===== config.mk =====
export PLATFORM = sky130hd
export DESIGN_NAME = bcd_down_counter
export DESIGN_NICKNAME = d
export VERILOG_FILES = /design/src/rtl/bcd_down_counter.sv
export SDC_FILE = /design/constraint.sdc
export NUM_CORES = 1
export LEC_CHECK = 0
export CAP_MARGIN = 20
export CORE_MARGIN = 2
export CORE_UTILIZATION = 52
export DETAILED_ROUTE_END_ITERATION = 12
export GPL_TIMING_DRIVEN = 0
export PLACE_DENSITY = 0.84
export SYNTH_ARGS = -nofsm -noshare
export SYNTH_HDL_FRONTEND = slang
export SYNTH_SLANG_ARGS = --single-unit

===== constraint.sdc =====
create_clock -name clock -period 4.25 [get_ports clock]
set_input_delay 0.85 -clock clock [delete_from_list [all_inputs] [get_ports clock]]
set_output_delay 0.85 -clock clock [all_outputs]
set_load 0.03 [all_outputs]

===== src/rtl/bcd_down_counter.sv =====
// Loadable, cascadable BCD down-counter with borrow-in/borrow-out and optional auto-reload.
// Counts one step per bin strobe while running; bout marks the underflow from all-zero.
//
// state   | meaning
// --------+--------------------------------------------------------------
// ST_IDLE | stopped; q holds, bin ignored
// ST_RUN  | counting; each bin decrements q, underflow reloads or finishes
// ST_DONE | underflowed with reload disabled; q = 0 until start or load
module bcd_down_counter #(
    parameter int DIGITS = 2,
    parameter bit RELOAD = 1'b1
) (
    input  logic                  clock,
    input  logic                  sclr,
    input  logic                  load,
    input  logic [4*DIGITS-1:0]   load_val,
    input  logic                  start,
    input  logic                  stop,
    input  logic                  bin,
    output logic [4*DIGITS-1:0]   q,
    output logic                  bout,
    output logic                  running,
    output logic                  done
);

    localparam int W = 4 * DIGITS;

    typedef enum logic [1:0] {
        ST_IDLE = 2'd0,
        ST_RUN  = 2'd1,
        ST_DONE = 2'd2
    } state_t;

    state_t         state_q, state_d;
    logic [W-1:0]   count_q, count_d;
    logic [W-1:0]   shadow_q, shadow_d;
    logic           running_q, running_d;
    logic           done_q, done_d;
    logic [W-1:0]   load_sat;
    logic [W-1:0]   count_dec;
    logic           borrow;
    logic           is_zero;

    // Out-of-range nibbles clamp to 9 so q never leaves valid BCD.
    always_comb begin
        load_sat = load_val;
        for (int i = 0; i < DIGITS; i++) begin
            if (load_val[4*i +: 4] > 4'd9) begin
                load_sat[4*i +: 4] = 4'd9;
            end
        end
    end

    always_comb begin
        borrow    = 1'b1;
        count_dec = count_q;
        for (int i = 0; i < DIGITS; i++) begin
            if (borrow) begin
                if (count_q[4*i +: 4] == 4'd0) begin
                    count_dec[4*i +: 4] = 4'd9;
                end else begin
                    count_dec[4*i +: 4] = count_q[4*i +: 4] - 4'd1;
                    borrow              = 1'b0;
                end
            end
        end
    end

    assign is_zero = (count_q == '0);

    always_comb begin
        state_d  = state_q;
        count_d  = count_q;
        shadow_d = shadow_q;
        done_d   = 1'b0;
        if (load) begin
            count_d  = load_sat;
            shadow_d = load_sat;
            state_d  = ST_IDLE;
        end else begin
            case (state_q)
                ST_IDLE: begin
                    if (start) begin
                        state_d = ST_RUN;
                    end
                end
                ST_RUN: begin
                    if (stop) begin
                        state_d = ST_IDLE;
                    end else if (bin) begin
                        if (!is_zero) begin
                            count_d = count_dec;
                        end else if (RELOAD) begin
                            count_d = shadow_q;
                        end else begin
                            count_d = '0;
                            state_d = ST_DONE;
                            done_d  = 1'b1;
                        end
                    end
                end
                ST_DONE: begin
                    if (start) begin
                        state_d = ST_RUN;
                    end
                end
                default: begin
                    state_d = ST_IDLE;
                end
            endcase
        end
        running_d = (state_d == ST_RUN);
    end

    always_ff @(posedge clock) begin
        if (sclr) begin
            state_q   <= ST_IDLE;
            count_q   <= '0;
            shadow_q  <= '0;
            running_q <= 1'b0;
            done_q    <= 1'b0;
        end else begin
            state_q   <= state_d;
            count_q   <= count_d;
            shadow_q  <= shadow_d;
            running_q <= running_d;
            done_q    <= done_d;
        end
    end

    assign q       = count_q;
    assign running = running_q;
    assign done    = done_q;
    assign bout    = bin & (state_q == ST_RUN) & is_zero;

endmodule


==> results.yml, run 1 <==
logic_synthesis:
  synth.area.mux_share_pct: 2.881
  ys_seq_area_share_pct: 36.49
  syn-cell-area_mm2: 0.001042
  synth-xor-area-share_pct: 0
  synth_top_area_share_pct: 36.49
  synth_fa_ha_area_share_pct: 0
  postSynthCellCount: 118
  synth_nets: 132
  async_flop_share_pct: 0
  synth_top_cells_by_area: "dfxtp_1 36%, a21oi_1 3.8%, nand2b_1 3.6%, o21ai_0 3.4%, nor2_1 3.2%"
  yosysTopAreaCell: "dfxtp_1"
  synth_cell_types: 42
  yosys_register_bits: 19
  yosys_warnings: 0
  yosysMostFrequentCell: "dfxtp_1"
  synth_common_cells: "19 x dfxtp_1, 9 x nor2_1, 8 x a21oi_1, 7 x o21ai_0"
  synthFlopType: "dfxtp_1"
  synth_simple_gate_area_share_pct: 28.57
  synth_compound_area_share_pct: 26.65
  synth_top_family_by_area: "simple AND/OR/NAND/NOR gates"
  synth_edf_count: 0
  synth_area_per_cell_um2: 8.833
setup_path:
  worstReg2RegEnd: "q[4]"
  crit_required_ns: 3.40
  crit_chain: "nor4_2, nand2_1, nor3_1, clkdlybuf4s50_1"
  cp-end-kind: "output pin"
  startpoint_type: "flip-flop"
  cp.arrival_ns: 2.34
  r2r_start: "q[0]"
  slowest_delay_ns: 0.69
  crit_path_top_delay_cell: "clkdlybuf4s50_1"
  path_max_fanout: 10
  rrSetupSlack_ns: 2.62
  crit_type: "reg2out"
  rr_worst_depth: 3
floorplanning:
  die_width_um: 48.77
  die_h_um: 48.77
  ios: 25
  dieArea_mm2: 0.002379
  rows: 16
  initial_core_util_pct: 54.23
  core_mm2: 0.001922
min_path:
  hold_end: "shadow_q[4]"
  hold_depth: 1
  hp-start: "shadow_q[4]"
  hold_path.class: "reg2reg"
clock_network:
  clock-sinks: 19
  postCtsResizedCells: 0
  insertion_delay_ns: 0.30
  cts_made_buffers: 3
  clock_path_buffers: 2
  cts_hold_buf: 0
  cts_setup_buffers: 0
  cts_root_buf: "clkbuf_4"
  htreeDepth: 1
  tritoncts: "done"
  clk_pin_slew_ns: 0.11
route:
  ant_nets: 0
  via_per_inst: 5.924
  wirelength_um: 2687
  first_pass_iters: 4
  drc_errors: 0
  drt_iter0_markers: 26
  num_vias: 1013
  wl_per_cell_um: 15.71
global_route:
  grt_use_total_pct: 23.64
  antenna_found_initial: 0
  grt_pass1_vias: 1026
  overflow: 0
  grt_max_degree: 11
  grt_pass1_wl_um: 4422
pwr:
  power_density_mw_per_mm2: 291.2
  leakagePower_nw: 0.4617
  peakVddDrop_mv: 0.2013
sta:
  fin_skew_ns: 0.004970
  report.final.slew_viol_count: 0
  period_minus_slack_ns: 3.190
  fmax_ghz: 0.3135
  rsz0062_at_grt: "false"
  finalWorstSetupSlack_ns: 1.060
  max_slew_margin_pct: 56.11
  hold_violations: 0
  post-route-period-util_pct: 75.06
  setup_viol: 0
  tightest_slew_ns: 0.6529
  fin_tns_setup_ns: 0
place:
  dp_slack_ns: 1.166
  hpwl_um: 1881
  place_area_mm2: 0.001296
  gp_congestion: 0.8007
  port_buffers: 22
cells_and_area:
  multi_input_area_um2: 609.3
  diodes: 0
  fillers: 170
  layout-drive-gt1-share_pct: 9.028
  regArea_um2: 380.4
  area_growth_pct: 26.89
  nets: 159
  final_util_pct: 68.82
  fin_area_mm2: 0.001323
run_status:
  status: "complete, no violations"
run:
  drv_cap: 0
## report_power, final
part           switching (mW)  internal, mW
combinational          0.0474        0.0428
clock                  0.0568        0.0366
sequential             0.0141         0.188
## metrics by stage
stage / cells / hold WS [ns] / total power [mW]
floorplan: 118 / 0.4276 / 0.2584
global placement: 167 / 0.4368 / 0.2914
detailed placement: 167 / 0.4451 / 0.2945
CTS: 171 / 0.4712 / 0.3841
global route: 171 / 0.4814 / 0.4019
finish: 171 / 0.4701 / 0.3852
## layout by cell type (no fill, tap or decap), drive strengths merged, types with 4 or more instances in the layout
| cell type | Yosys | final |
|---|---|---|
| clkdlybuf4s50 | 0 | 22 |
| clkbuf | 5 | 9 |
| nand2 | 4 | 4 |
| nor2 | 9 | 9 |
| dfxtp | 19 | 19 |
| nand3b | 4 | 4 |
| nand2b | 6 | 6 |
| o21ai | 7 | 7 |
| nor3 | 5 | 5 |
| a21oi | 8 | 8 |
| inv | 6 | 6 |
## registers in the layout, summed over array words and instances (netlist names)
register	cells
running	1
shadow_q	8
q	8
state_q	2
## kinds of logic after synthesis
logic type	Yosys count
muxes	3
buffers and inverters	13
and+or+nand+nor	46
other	1
DFF	19
AOI/OAI and AO/OA	36
## per-layer routing
layer,vias up,part of all wire [%],track usage (%)
met4,0,3.1,14.29
met5,-,0,0
li1,489,-,-
met1,473,41,27.96
met2,42,50,40.18
met3,9,5.8,3.681
## worst max path at each step
stage | startpoint | endpoint | slack [ns] | cells after the start
finish | q[0] | bout | 1.06 | 4
global route | q[3] | bout | 0.91 | 4
global placement | bin | bout | 1.19 | 4
floorplan | q[0] | bout | 1.65 | 3
detailed placement | bin | bout | 1.17 | 4
CTS | q[3] | bout | 1.06 | 4
## cell type report
type                    count  area share, %
plain buffers               7          2.271
clock buffers               4          1.987
inverters                   6          1.703
multi-input cells          86          46.07
flip-flops and latches     19          28.76
well taps                  27          2.554
repair buffers             22          16.65
## worst max-delay path, delay by kind of cell, from the launching register on
kind | cells | cell delay (ns)
buffers and inverters | 1 | 0.69
AND/OR/NAND/NOR | 3 | 0.93
flip-flops | 1 | 0.42
Note: power is estimated with default switching activity, not from simulation.
==> inputs of run 2 (changes only) <==
CORE_UTILIZATION = 48   (was 52)
PLACE_DENSITY = 0.79   (was 0.84)
clock period = 3.15 ns   (was 4.25 ns; I/O delays follow)
==> run 2 against run 1 <==
  * Via count fell by 2.3%
  * Worst setup slack got worse by 0.85 ns
  * Power rose by 35%
  * Critical path type unchanged
  * Sequential power rose by 35%
  * Sequential share of layout area fell by 0.19 points
  * Critical path depth did not move
  * Largest power group unchanged
  * Clock power rose by 37%
  * Global-route usage fell by 3.8 points
==> results.yml, run 2 (synthesis results as in run 1) <==
setup_path:
  crit_chain: "nor4_4, nand2_1, nor3_1, clkdlybuf4s50_1"
  startpoint_type: "flip-flop"
  crit_path_top_delay_cell: "clkdlybuf4s50_1"
  path_max_fanout: 9
  critPathTopFamily: "simple AND/OR/NAND/NOR gates"
  slowest_delay_ns: 0.70
  crit_required_ns: 2.52
  cp.arrival_ns: 2.31
  path_buf_inv: 1
  cp-end-kind: "output pin"
  crit_type: "reg2out"
route:
  wirelength_um: 2366
  num_vias: 990
  drt_iter0_markers: 30
  drc_errors: 0
  via_per_inst: 5.789
  first_pass_iters: 4
  ant_nets: 0
  wl_per_cell_um: 13.84
sta:
  hold_violations: 0
  period_minus_slack_ns: 2.935
  fmax_ghz: 0.3407
  fin_tns_setup_ns: 0
  tightest_slew_ns: 0.5070
  post-route-period-util_pct: 93.18
  rsz0062_at_grt: "false"
  max_slew_margin_pct: 65.95
  report.final.slew_viol_count: 0
  setup_viol: 0
  fin_skew_ns: 0.003980
cells_and_area:
  final_util_pct: 66.50
  diodes: 0
  layout-drive-gt1-share_pct: 9.028
  final_common_cell: "clkdlybuf4s50_1"
  nets: 159
  area_growth_pct: 27.73
  instances_no_fill: 171
  fin_area_mm2: 0.001331
  layout_common_cells: "22 x clkdlybuf4s50_1, 19 x dfxtp_1, 9 x nor2_1"
global_route:
  antenna_found_initial: 0
  grt_use_total_pct: 19.84
  grt_pass1_wl_um: 3815
  grt_max_degree: 11
  grt_pass1_vias: 895
  overflow: 0
run_status:
  status: "complete, no violations"
floorplanning:
  die_width_um: 50.60
  dieArea_mm2: 0.002560
  initial_core_util_pct: 52.06
  die_h_um: 50.60
  rows: 16
  ios: 25
  core_mm2: 0.002002
place:
  port_buffers: 22
  hpwl_um: 1711
  place_inst: 167
  gp_congestion: 0.8094
  place_area_mm2: 0.001296
pwr:
  peakVddDrop_mv: 0.2203
  power_density_mw_per_mm2: 390.9
  total_power_mw: 0.5205
  leakagePower_nw: 0.4646
clock_network:
  insertion_delay_ns: 0.30
  clock-sinks: 19
  clk_pin_slew_ns: 0.11
  clock_path_buffers: 2
  htreeDepth: 1
  cts_root_buf: "clkbuf_4"
  tritoncts: "done"
  cts_hold_buf: 0
  cts_made_buffers: 3
min_path:
  hold_path.class: "reg2reg"
run:
  drv_cap: 0
[run 2: cell count changes in the layout (fill, tap and decap cells not counted)]
cell    before  now
nor4_2       1    0
nor4_4       1    2
[run 2: path summary, 6_finish.rpt]
path,start,end,slack [ns],depth (start not counted)
setup / recovery,q[4],bout,0.21,4
hold / removal,shadow_q[4],shadow_q[4],0.47,1
setup reg to reg,q[4],q[3],1.58,3
hold reg to reg,shadow_q[4],shadow_q[4],0.47,1
[run 2: per-stage QoR]
| step | hold WS (ns) | setup WS (ns) |
|---|---|---|
| 5_1_grt | 0.4816 | 0.07563 |
| 6_report | 0.4655 | 0.2150 |
| 2_1_floorplan | 0.4276 | 0.7692 |
| 3_3_place_gp | 0.4399 | 0.4962 |
| 3_5_place_dp | 0.4491 | 0.4472 |
| 4_1_cts | 0.4739 | 0.1027 |
[run 2: layout make-up]
cell class | count | area [um2]
Fill cell | 163 | 670.6
Multi-Input combinational cell | 86 | 618.1
Sequential cell | 19 | 380.4
Timing Repair Buffer | 22 | 220.2
Tap cell | 27 | 33.78
Buffer | 7 | 30.03
Clock buffer | 4 | 26.28
Inverter | 6 | 22.52
[run 2: timing repair]
action / CTS / global route
buffers inserted: 0 / 0
setup endpoints to repair: 0 / 1
endpoints found under the hold margin: 0 / 0
gates resized for setup: 0 / 1
[run 2: layer usage]
layer | part of all wire (%) | global-route usage [%] | up-vias
met5 | 0 | 0 | -
met4 | 1.1 | 11.26 | 0
met3 | 5.0 | 3.274 | 4
met2 | 47 | 32.02 | 30
met1 | 46 | 24.86 | 464
li1 | - | - | 492
[run 2: worst reg2reg max path: cells and delay by family, from the launching register on]
family             cells  cell delay, ns
and+or+nand+nor        1            0.56
AOI/OAI and AO/OA      2            0.48
DFF                    1            0.43
[run 2: power by group]
group | switching [mW] | internal, mW | leakage, nW | total [mW]
Clock | 0.0784 | 0.0493 | 0.0150 | 0.128
Combinational | 0.0617 | 0.0591 | 0.293 | 0.121
Sequential | 0.0189 | 0.253 | 0.156 | 0.272
Total | 0.159 | 0.361 | 0.465 | 0.520
